### src/rtl/keypad_pkg.sv
// Shared definitions for the keypad emulator and the keypad scanner:
// FSM state encoding, key-position fields and the idle column value.
package keypad_pkg;

    typedef enum logic [1:0] {
        IDLE    = 2'd0,
        BOUNCE  = 2'd1,
        HOLD    = 2'd2,
        RELEASE = 2'd3
    } kp_state_t;

    localparam int KEY_ROW_MSB = 3;
    localparam int KEY_ROW_LSB = 2;
    localparam int KEY_COL_MSB = 1;
    localparam int KEY_COL_LSB = 0;

    localparam logic [3:0] COL_IDLE = 4'b1111;

    function automatic logic [1:0] key_row(input logic [3:0] key);
        return key[KEY_ROW_MSB:KEY_ROW_LSB];
    endfunction

    function automatic logic [1:0] key_col(input logic [3:0] key);
        return key[KEY_COL_MSB:KEY_COL_LSB];
    endfunction

endpackage

### src/rtl/keypad_col_drive.sv
// Combinational column return: pulls the key's column low when its row is
// the single strobed row and the contact is closed; flags multi-row strobes.
module keypad_col_drive
    import keypad_pkg::*;
(
    input  logic       contact,
    input  logic [3:0] keypad_row,
    input  logic [1:0] row_sel,
    input  logic [1:0] col_sel,
    output logic [3:0] keypad_col,
    output logic       row_hit,
    output logic       multi_row
);

    logic [2:0] low_count;

    always_comb begin
        low_count = 3'd0;
        for (int i = 0; i < 4; i++) begin
            low_count = low_count + {2'b00, ~keypad_row[i]};
        end
        multi_row  = (low_count >= 3'd2);
        row_hit    = (low_count == 3'd1) && !keypad_row[row_sel];
        keypad_col = COL_IDLE;
        if (contact && row_hit) begin
            keypad_col[col_sel] = 1'b0;
        end
    end

endmodule

### src/rtl/keypad_emulator.sv
// Keypad responder: accepts a key-press request and plays out bounce, hold
// and release on the column lines, reporting completion and hold-time hits.
module keypad_emulator
    import keypad_pkg::*;
#(
    parameter int unsigned BOUNCE_PERIOD  = 4,
    parameter int unsigned BOUNCE_TOGGLES = 4,
    parameter int unsigned HOLD_CYCLES    = 3000000,
    parameter int unsigned RELEASE_CYCLES = 1000000
) (
    input  logic       clk,
    input  logic       rst,
    input  logic [3:0] keypad_row,
    output logic [3:0] keypad_col,
    input  logic       req_valid,
    input  logic [3:0] req_key,
    output logic       req_ready,
    input  logic       abort,
    output logic       done,
    output logic       aborted,
    output logic [7:0] scan_hits,
    output logic       protocol_err
);

    localparam logic [31:0] PERIOD_LAST  = 32'(BOUNCE_PERIOD - 1);
    localparam logic [31:0] TOGGLES_LAST = 32'(BOUNCE_TOGGLES - 1);
    localparam logic [31:0] HOLD_LAST    = 32'(HOLD_CYCLES - 1);
    localparam logic [31:0] RELEASE_LAST = 32'(RELEASE_CYCLES - 1);

    kp_state_t   state;
    logic        contact;
    logic [31:0] cnt;
    logic [31:0] toggle_cnt;
    logic [3:0]  key_q;
    logic [3:0]  prev_row;
    logic [1:0]  row_sel;
    logic [1:0]  col_sel;
    logic        row_hit;
    logic        multi_row;

    assign row_sel = key_row(key_q);
    assign col_sel = key_col(key_q);

    keypad_col_drive u_col_drive (
        .contact    (contact),
        .keypad_row (keypad_row),
        .row_sel    (row_sel),
        .col_sel    (col_sel),
        .keypad_col (keypad_col),
        .row_hit    (row_hit),
        .multi_row  (multi_row)
    );

    // One counter serves every timed state; it restarts on each state entry.
    // An abort always lands in RELEASE with a fresh count, so the scanner
    // sees a full open gap before the next press.
    always_ff @(posedge clk or posedge rst) begin
        if (rst) begin
            state        <= IDLE;
            contact      <= 1'b0;
            cnt          <= 32'd0;
            toggle_cnt   <= 32'd0;
            key_q        <= 4'd0;
            prev_row     <= 4'b1111;
            req_ready    <= 1'b1;
            done         <= 1'b0;
            aborted      <= 1'b0;
            scan_hits    <= 8'd0;
            protocol_err <= 1'b0;
        end else begin
            done     <= 1'b0;
            prev_row <= keypad_row;
            if (contact && multi_row) begin
                protocol_err <= 1'b1;
            end
            case (state)
                IDLE: begin
                    if (req_valid && req_ready) begin
                        key_q      <= req_key;
                        contact    <= 1'b1;
                        req_ready  <= 1'b0;
                        scan_hits  <= 8'd0;
                        aborted    <= 1'b0;
                        cnt        <= 32'd0;
                        toggle_cnt <= 32'd0;
                        state      <= (BOUNCE_TOGGLES == 0) ? HOLD : BOUNCE;
                    end
                end
                BOUNCE: begin
                    if (abort) begin
                        contact <= 1'b0;
                        aborted <= 1'b1;
                        cnt     <= 32'd0;
                        state   <= RELEASE;
                    end else if (cnt == PERIOD_LAST) begin
                        cnt        <= 32'd0;
                        toggle_cnt <= toggle_cnt + 32'd1;
                        if (toggle_cnt == TOGGLES_LAST) begin
                            contact <= 1'b1;
                            state   <= HOLD;
                        end else begin
                            contact <= ~contact;
                        end
                    end else begin
                        cnt <= cnt + 32'd1;
                    end
                end
                HOLD: begin
                    // Count falling strobes of the key's row, not cycles held low.
                    if (row_hit && prev_row[row_sel] && (scan_hits != 8'hFF)) begin
                        scan_hits <= scan_hits + 8'd1;
                    end
                    if (abort) begin
                        contact <= 1'b0;
                        aborted <= 1'b1;
                        cnt     <= 32'd0;
                        state   <= RELEASE;
                    end else if (cnt == HOLD_LAST) begin
                        contact <= 1'b0;
                        cnt     <= 32'd0;
                        state   <= RELEASE;
                    end else begin
                        cnt <= cnt + 32'd1;
                    end
                end
                RELEASE: begin
                    if (cnt == RELEASE_LAST) begin
                        cnt       <= 32'd0;
                        done      <= 1'b1;
                        req_ready <= 1'b1;
                        state     <= IDLE;
                    end else begin
                        cnt <= cnt + 32'd1;
                    end
                end
                default: begin
                    contact <= 1'b0;
                    state   <= IDLE;
                end
            endcase
        end
    end

endmodule

### config.mk
export PLATFORM = sky130hd
export DESIGN_NAME = keypad_emulator
export DESIGN_NICKNAME = d
export VERILOG_FILES = /design/src/rtl/keypad_pkg.sv /design/src/rtl/keypad_col_drive.sv /design/src/rtl/keypad_emulator.sv
export SDC_FILE = /design/constraint.sdc
export NUM_CORES = 1
export LEC_CHECK = 0
export BUFFER_PORTS_ARGS = -buffer_cell sky130_fd_sc_hd__buf_2
export CAP_MARGIN = 20
export CORE_ASPECT_RATIO = 1.75
export CORE_UTILIZATION = 55
export DETAILED_ROUTE_END_ITERATION = 8
export PLACE_DENSITY_LB_ADDON = 0.05
export SYNTH_ARGS = -nofsm -noshare
export SYNTH_HDL_FRONTEND = slang
export SYNTH_HIERARCHICAL = 1
export SYNTH_SLANG_ARGS = --single-unit
### constraint.sdc
create_clock -name clk -period 3.7 [get_ports clk]
set_input_delay 0.74 -clock clk [delete_from_list [all_inputs] [get_ports clk]]
set_output_delay 0.74 -clock clk [all_outputs]
set_load 0.05 [all_outputs]
* After elaboration in Yosys (flattened, before gate mapping) *
Index checks and enable logic that the tools add are counted.

storage, ports and cells
  bits in registers = 87
  latch bits = 0
  bits in writable memories = 0
  ROM bits = 0
  input port bits = 12
  output and inout port bits = 16
  word-level logic and storage cells = 109
  memories kept = 0

cells by class
  add/sub/neg operators = 6
  $mul = 0
  div/mod/pow operators = 0
  $lt $le $gt $ge = 4
  equality and inequality tests = 18
  shifts and indexed selects = 0
  multiplexer cells = 42
  bitwise gates (word level) = 6
  reduce and logical (&&, ||, !) cells = 22

operator list
  operator                                                    count
  two-way mux 32 bit                                          8
  case mux 32 bit (4 select lines)                            1
  adder 32 x 1 -> 32 bit, second input constant               2
  == test 32 x 2 -> 1 bit, second input constant              2
  case mux 32 bit (2 select lines)                            1
  == test 32 x 20 -> 1 bit, second input constant             1
  == test 32 x 22 -> 1 bit, second input constant             1
  two-way mux 8 bit                                           2
  case mux 8 bit (2 select lines)                             1
  two-way mux 1 bit                                           14
  two-way mux 2 bit                                           7
  != test 2 bit, second input constant                        5
  != test 3 bit, second input constant                        3
  AND reduction 3 bit                                         3
  adder 8 x 1 -> 8 bit, second input constant                 1
  != test 8 bit, second input constant                        1
  case mux 2 bit (4 select lines)                             1
  AND reduction 4 bit                                         2
  nonzero test 2 bit                                          4
  logical AND 1 bit                                           7
  adder 3 x 1 -> 3 bit                                        2
  less-than comparator 2 x 3 -> 1 bit, second input constant  2
  NOT 1 bit                                                   5
  AND reduction 5 bit                                         1
  other kinds (18)                                            21

* Logic depth before layout (Yosys ltp) *
  depth in word-level cells = 10
  mapped depth = 13
  depth with buffers taken out = 12

* By module *
Netlist, hierarchy kept.

by module, submodules not included
  module            instances  cells each  area an instance (um2)  sequential area each (um2)
  keypad_emulator   1          510         4728.3                  2183.3
  keypad_col_drive  1          20          162.7                   0.0

* Least setup slack after synthesis *
OpenSTA, ideal clock, no wires.

  path kind = input to output
  from = input keypad_row[0]
  to = output keypad_col[0]
  arrival time = 2934 ps
  required time = 2960 ps
  slack = 26 ps
  cell stages on the path = 7
  cell sequence = fa_1 -> inv_1 -> ha_1 -> inv_1 -> ha_1 -> or3b_1 -> or4_1

between the ends
  cells in the longest elaborated chain, start to end = 8

RTL lines
  element                             RTL line                RTL
  from (decl)                         keypad_emulator.sv:13   input logic [3:0] keypad_row,
  NOT 1 bit                           keypad_col_drive.sv:20  low_count = low_count + {2'b00, ~keypad_row[i]};
  adder 1 x 1 -> 2 bit                keypad_col_drive.sv:20
  adder 3 x 1 -> 3 bit (2 in series)  keypad_col_drive.sv:20
  == test 3 x 1 -> 1 bit              keypad_col_drive.sv:23  row_hit = (low_count == 3'd1) && !keypad_row[row_sel];
  logical AND 1 bit *                 keypad_col_drive.sv:23
  logical AND 1 bit *                 keypad_col_drive.sv:25  if (contact && row_hit) begin
  two-way mux 4 bit *                 keypad_col_drive.sv:25
  to (decl)                           keypad_emulator.sv:14   output logic [3:0] keypad_col,

Mark *: on every way between the ends. The rest lies on a longest branch, timed or not. The select of a mux whose other input is x is not followed.

* Worst setup path after layout *
  from = input keypad_row[3]
  to = output keypad_col[2]

between the ends
  cells in the longest elaborated chain, start to end = 6

RTL lines
  element                                                                     RTL line
  NOT 1 bit / binary-select mux 1 bit (select 2 bit) (equally long branches)  keypad_col_drive.sv:20, keypad_col_drive.sv:23
  adder 3 x 1 -> 3 bit / two-way mux 1 bit (equally long branches)            keypad_col_drive.sv:20, keypad_col_drive.sv:23
  == test 3 x 1 -> 1 bit / zero test 1 bit (equally long branches)            keypad_col_drive.sv:23
  logical AND 1 bit *                                                         keypad_col_drive.sv:23
  logical AND 1 bit *                                                         keypad_col_drive.sv:25
  two-way mux 4 bit *                                                         keypad_col_drive.sv:25

Marked as above.

==> results.md <==
| Stage | Item | Reported |
| --- | --- | --- |
| run status | Status | finished, final reports clean |
| synth | Distinct cell type count of the synthesized netlist | 54 |
| synth | Multiplexer share of the synthesized area | 2.916% |
| power | Worst IR Drop VDD | 0.4134 mV |
| synth | Largest family of logic cells by synthesized area | simple AND/OR/NAND/NOR gates |
| timing | Total negative setup slack | 0 ps |
| timing | Count of final max-slew check failures | 0 |
| routing | First-pass iteration count of the detailed router | 4 |
| cts | CTS tree | yes |
| synth | Synthesized cell area | 4891 µm² |
| power | Net switching power of the design | 0.0004132 W |
| cts | Largest buffer count on any clock path | 2 |
| synth | Post-Syn Instances | 530 |
| cells and area | Area added between synthesis and finish | 15.66% |
| cts | Worst skew pair latency | 340 ps |
| routing | Total via count in the routed design | 4187 |
| synth | Sequential-to-total area share from yosys stat | 44.64% |
| setup path | Reg-to-reg endpoint | cnt[6] |
| cells and area | Filler-free cell count of the finished design | 678 |
| synth | Count of flip-flops with a built-in enable after synthesis | 0 |
| grt | Total congestion overflow after global routing | 0 |
| cells and area | Layout Cell Area excl Fill | 5657 µm² |
| place | Buffers added on ports | 27 |
| grt | First-pass GRT wire length | 19550 µm |
| place | Global placement routability congestion | 0.7932 |
| timing | Clock Skew | 11.34 ps |
| power | Switching power as a share of total power | 18.87% |
| routing | Uppermost metal layer occupied by signal nets | met4 |
| synth | Compound-cell area share of the yosys netlist | 12.25% |
| cells and area | Most frequent cells in the layout | dfrtp_1 (82), nand2_1 (55), nand3_1 (48) |
| routing | Routed met3 length | 232 µm |
| timing | Final Critical Period | 3679 ps |
| timing | Count of final setup violators | 0 |
| floorplanning | Core Box Area | 8671 µm² |
| timing | Total count of hold-check failures in the final report | 0 |
| floorplanning | I/O pins | 28 |
| synth | Ys async rst share | 100.0% |
| setup path | Category of the critical setup timing path | primary input to primary output |
| routing | Post-detailed-route DRC marker count | 0 |
| routing | Number of vias per cell after detailed routing | 6.176 |
| power | Combinational cell fraction of total power | 2.8% |
| routing | Average detailed-routed wire length per instance | 16.86 µm |
| place | Cell area after placement | 5199 µm² |
| synth | Fraction of the mapped netlist area in adder cells | 3.223% |
| synth | Post-synthesis average cell area | 9.228 µm² |
| setup path | Kind of cell with the highest combined delay on the critical path | simple AND/OR/NAND/NOR gates |
| setup path | Worst reg2reg path depth | 6 |
| synth | Synthesis warning total | 6 |
| setup path | Crit. path cell count | 9 |
| routing | Starting DRT DRC Count | 266 |
| flow run | Max Cap Viol | 0 |
| setup path | CP Launch Point | keypad_row[3] |
| setup path | Arrival time of data at the critical path endpoint | 2940 ps |
| power | Share of total power in the clock network | 53.5% |
| timing | Setup repair after global routing missed its margin | yes |
| hold path | Min-Delay Path Class | primary input to async pin |
| synth | Post-synthesis share of cell area spent on and, or, nand and nor gates | 27.96% |
| timing | Worst path setup slack after routing | 20.83 ps |
| synth | Portion of synthesized cell area occupied by the leading cell type | 41.95% |
| setup path | Reg2reg start | cnt[6] |
| floorplanning | # rows | 45 |
| setup path | Worst path max stage delay | 540 ps |
| synth | Commonest register cell after synthesis | dfrtp_1 |
| synth | Cell type with the highest aggregate area in the netlist | dfrtp_1 |
| power | Internal portion of total power | 0.001777 W |
| routing | Detailed-routed wire length on met2 | 6383 µm |
| grt | Global-route total usage across every layer | 26.97% |
| cts | Clock Root Buffer | clkbuf_16 |
| floorplanning | Die W | 73.29 µm |
| grt | Number of antenna violations at the first check in global routing | 0 |
| setup path | Critical path cell sequence | buf_6, fa_1, inv_1, ha_2, inv_2, ha_4, or3b_4, or4_4, buf_6 |
| setup path | Worst Path Required | 2960 ps |
| synth | Xor/xnor share of the synthesized area | 5.551% |
| setup path | Buffers and inverters on the worst path | 4 |
| setup path | Critical path peak fanout | 5 |
| timing | Slew Limit Headroom | 35.67% |
| synth | Net Count, Synth | 554 |
| cells and area | # nets final | 580 |
| grt | Vias in the first global route | 4181 |
| setup path | Cell repeated most along the worst path | buf_6 |
| setup path | Worst reg2reg setup slack | 640 ps |
| grt | Pin count of the biggest net entering global routing | 88 |
| power | LEAKAGE | 2.417 nW |
| power | Reg power frac | 43.6% |
| cells and area | Share of post-route cells with drive strength above 1 | 15.15% |
| cts | CTS clock-pin slew for the worst setup and hold paths | 70 ps |
| cts | TritonCTS Buffers | 9 |
| routing | Post-Route WL | 11430 µm |
| cells and area | Leading cell type in the layout, fill and taps excluded | dfrtp_1 |
| routing | Residual antenna-violating net count after detailed routing | 0 |
| setup path | Critical Path End Type | primary output |
| place | Number of placed instances with taps included | 662 |
| timing | Highest clock frequency the design can meet | 0.2718 GHz |
| floorplanning | Starting density of the core | 56.41% |
| timing | Worst hold slack | 465.6 ps |
| place | Final HPWL from detailed placement | 7776 µm |
| floorplanning | Vert. Die Dim | 126.7 µm |
| timing | Least-Margin Pin Slew | 965.0 ps |
| synth | Number of synthesized register bits | 87 |
| cells and area | Count of antenna diodes in the layout | 0 |
| place | Worst slack, placed | -147.7 ps |
| setup path | Sort of element at the start of the critical path | primary input |
| timing | Part of the cycle the worst path needs | 99.44% |
| routing | Length of routed wiring on met1 | 4497 µm |
| setup path | Slowest cell on crit path | fa_1 |
| floorplanning | Area of the die | 9289 µm² |
| cts | Maximum level of the CTS H-tree | 3 |
| cts | Num Clock Sinks | 87 |
| synth | Leading post-synthesis cells by cell area | dfrtp_1 (42%), nand3_1 (4.9%), xor2_1 (4.3%) |
| power | Total power density per cell area | 387.1 nW/µm² |
timing repair:
item | CTS | global route
pin swaps | 3 | 2
gates resized for setup | 18 | 1
hold buffers | 0 | 0
buffers inserted | 0 | 0
setup endpoints to repair | 4 | 4
area by class of cell:
type | count | area [µm²]
clock buffers | 10 | 229.0
clock inverters | 6 | 157.7
fillers | 773 | 3014
inverters | 18 | 68.82
multi-input cells | 401 | 2595
flip-flops and latches | 87 | 2183
well taps | 117 | 146.4
repair buffers | 39 | 276.5
registers in the layout, summed over array words and instances, names as in the netlist:
signal / count
contact: 1
req_ready: 1
toggle_cnt: 32
scan_hits: 8
prev_row: 4
aborted: 1
cnt: 32
done: 1
state: 2
protocol_err: 1
key_q: 4
through the flow:
step	utilization, %	power (W)
2_1_floorplan	-	0.001002
3_3_place_gp	59.96	0.001027
3_5_place_dp	59.96	0.001030
4_1_cts	65.19	0.002204
5_1_grt	65.24	0.002252
6_report	65.24	0.002190
power groups by stage:
stage	Sequential, W	Clock, W	Combinational [W]
finish	0.000956	0.00117	0.0000619
global placement	0.000973	0	0.0000537
global route	0.000955	0.00123	0.0000703
floorplan	0.000973	0	0.0000287
CTS	0.000955	0.00119	0.0000637
detailed placement	0.000973	0	0.0000565
Yosys cell counts, drive strengths merged, types with 11 or more instances:
library cell,instances
or3,13
clkbuf,18
nor2,40
o21ai,28
nor4,19
and3,14
xor2,24
nand4,27
nand2,55
a21oi,14
ha,11
dfrtp,82
inv,18
nand3,48
o311ai,17
how the worst max path moves through the flow:
| stage | end | slack [ps] |
|---|---|---|
| floorplan | keypad_col[0] | 30 |
| global placement | keypad_col[0] | -100 |
| detailed placement | keypad_col[1] | -150 |
| CTS | keypad_col[3] | -9 |
| global route | keypad_col[1] | -20 |
| finish | keypad_col[2] | 20 |
per-layer routing:
| metal | global-route usage [%] | up-vias |
|---|---|---|
| met5 | 0 | - |
| met4 | 11.53 | 0 |
| met3 | 3.415 | 29 |
| met2 | 49.18 | 76 |
| met1 | 30.58 | 2078 |
| li1 | - | 2004 |
kinds of logic after synthesis:
logic type                 count (synthesis)
AOI/OAI and AO/OA                         86
xor gates and xnor gates                  31
adders and majority gates                 12
buffers and inverters                     42
DFF                                       87
muxes                                     11
and+or+nand+nor                          261
worst reg2reg max path, cell delays in order, from the launching register on:
cell     delay [ps]
dfrtp_1         440
nor4_1          490
nand4_1         370
o41a_1          560
o31a_1          630
a21o_1          300
a21o_1          170
Power figures use the tool's default switching activity.
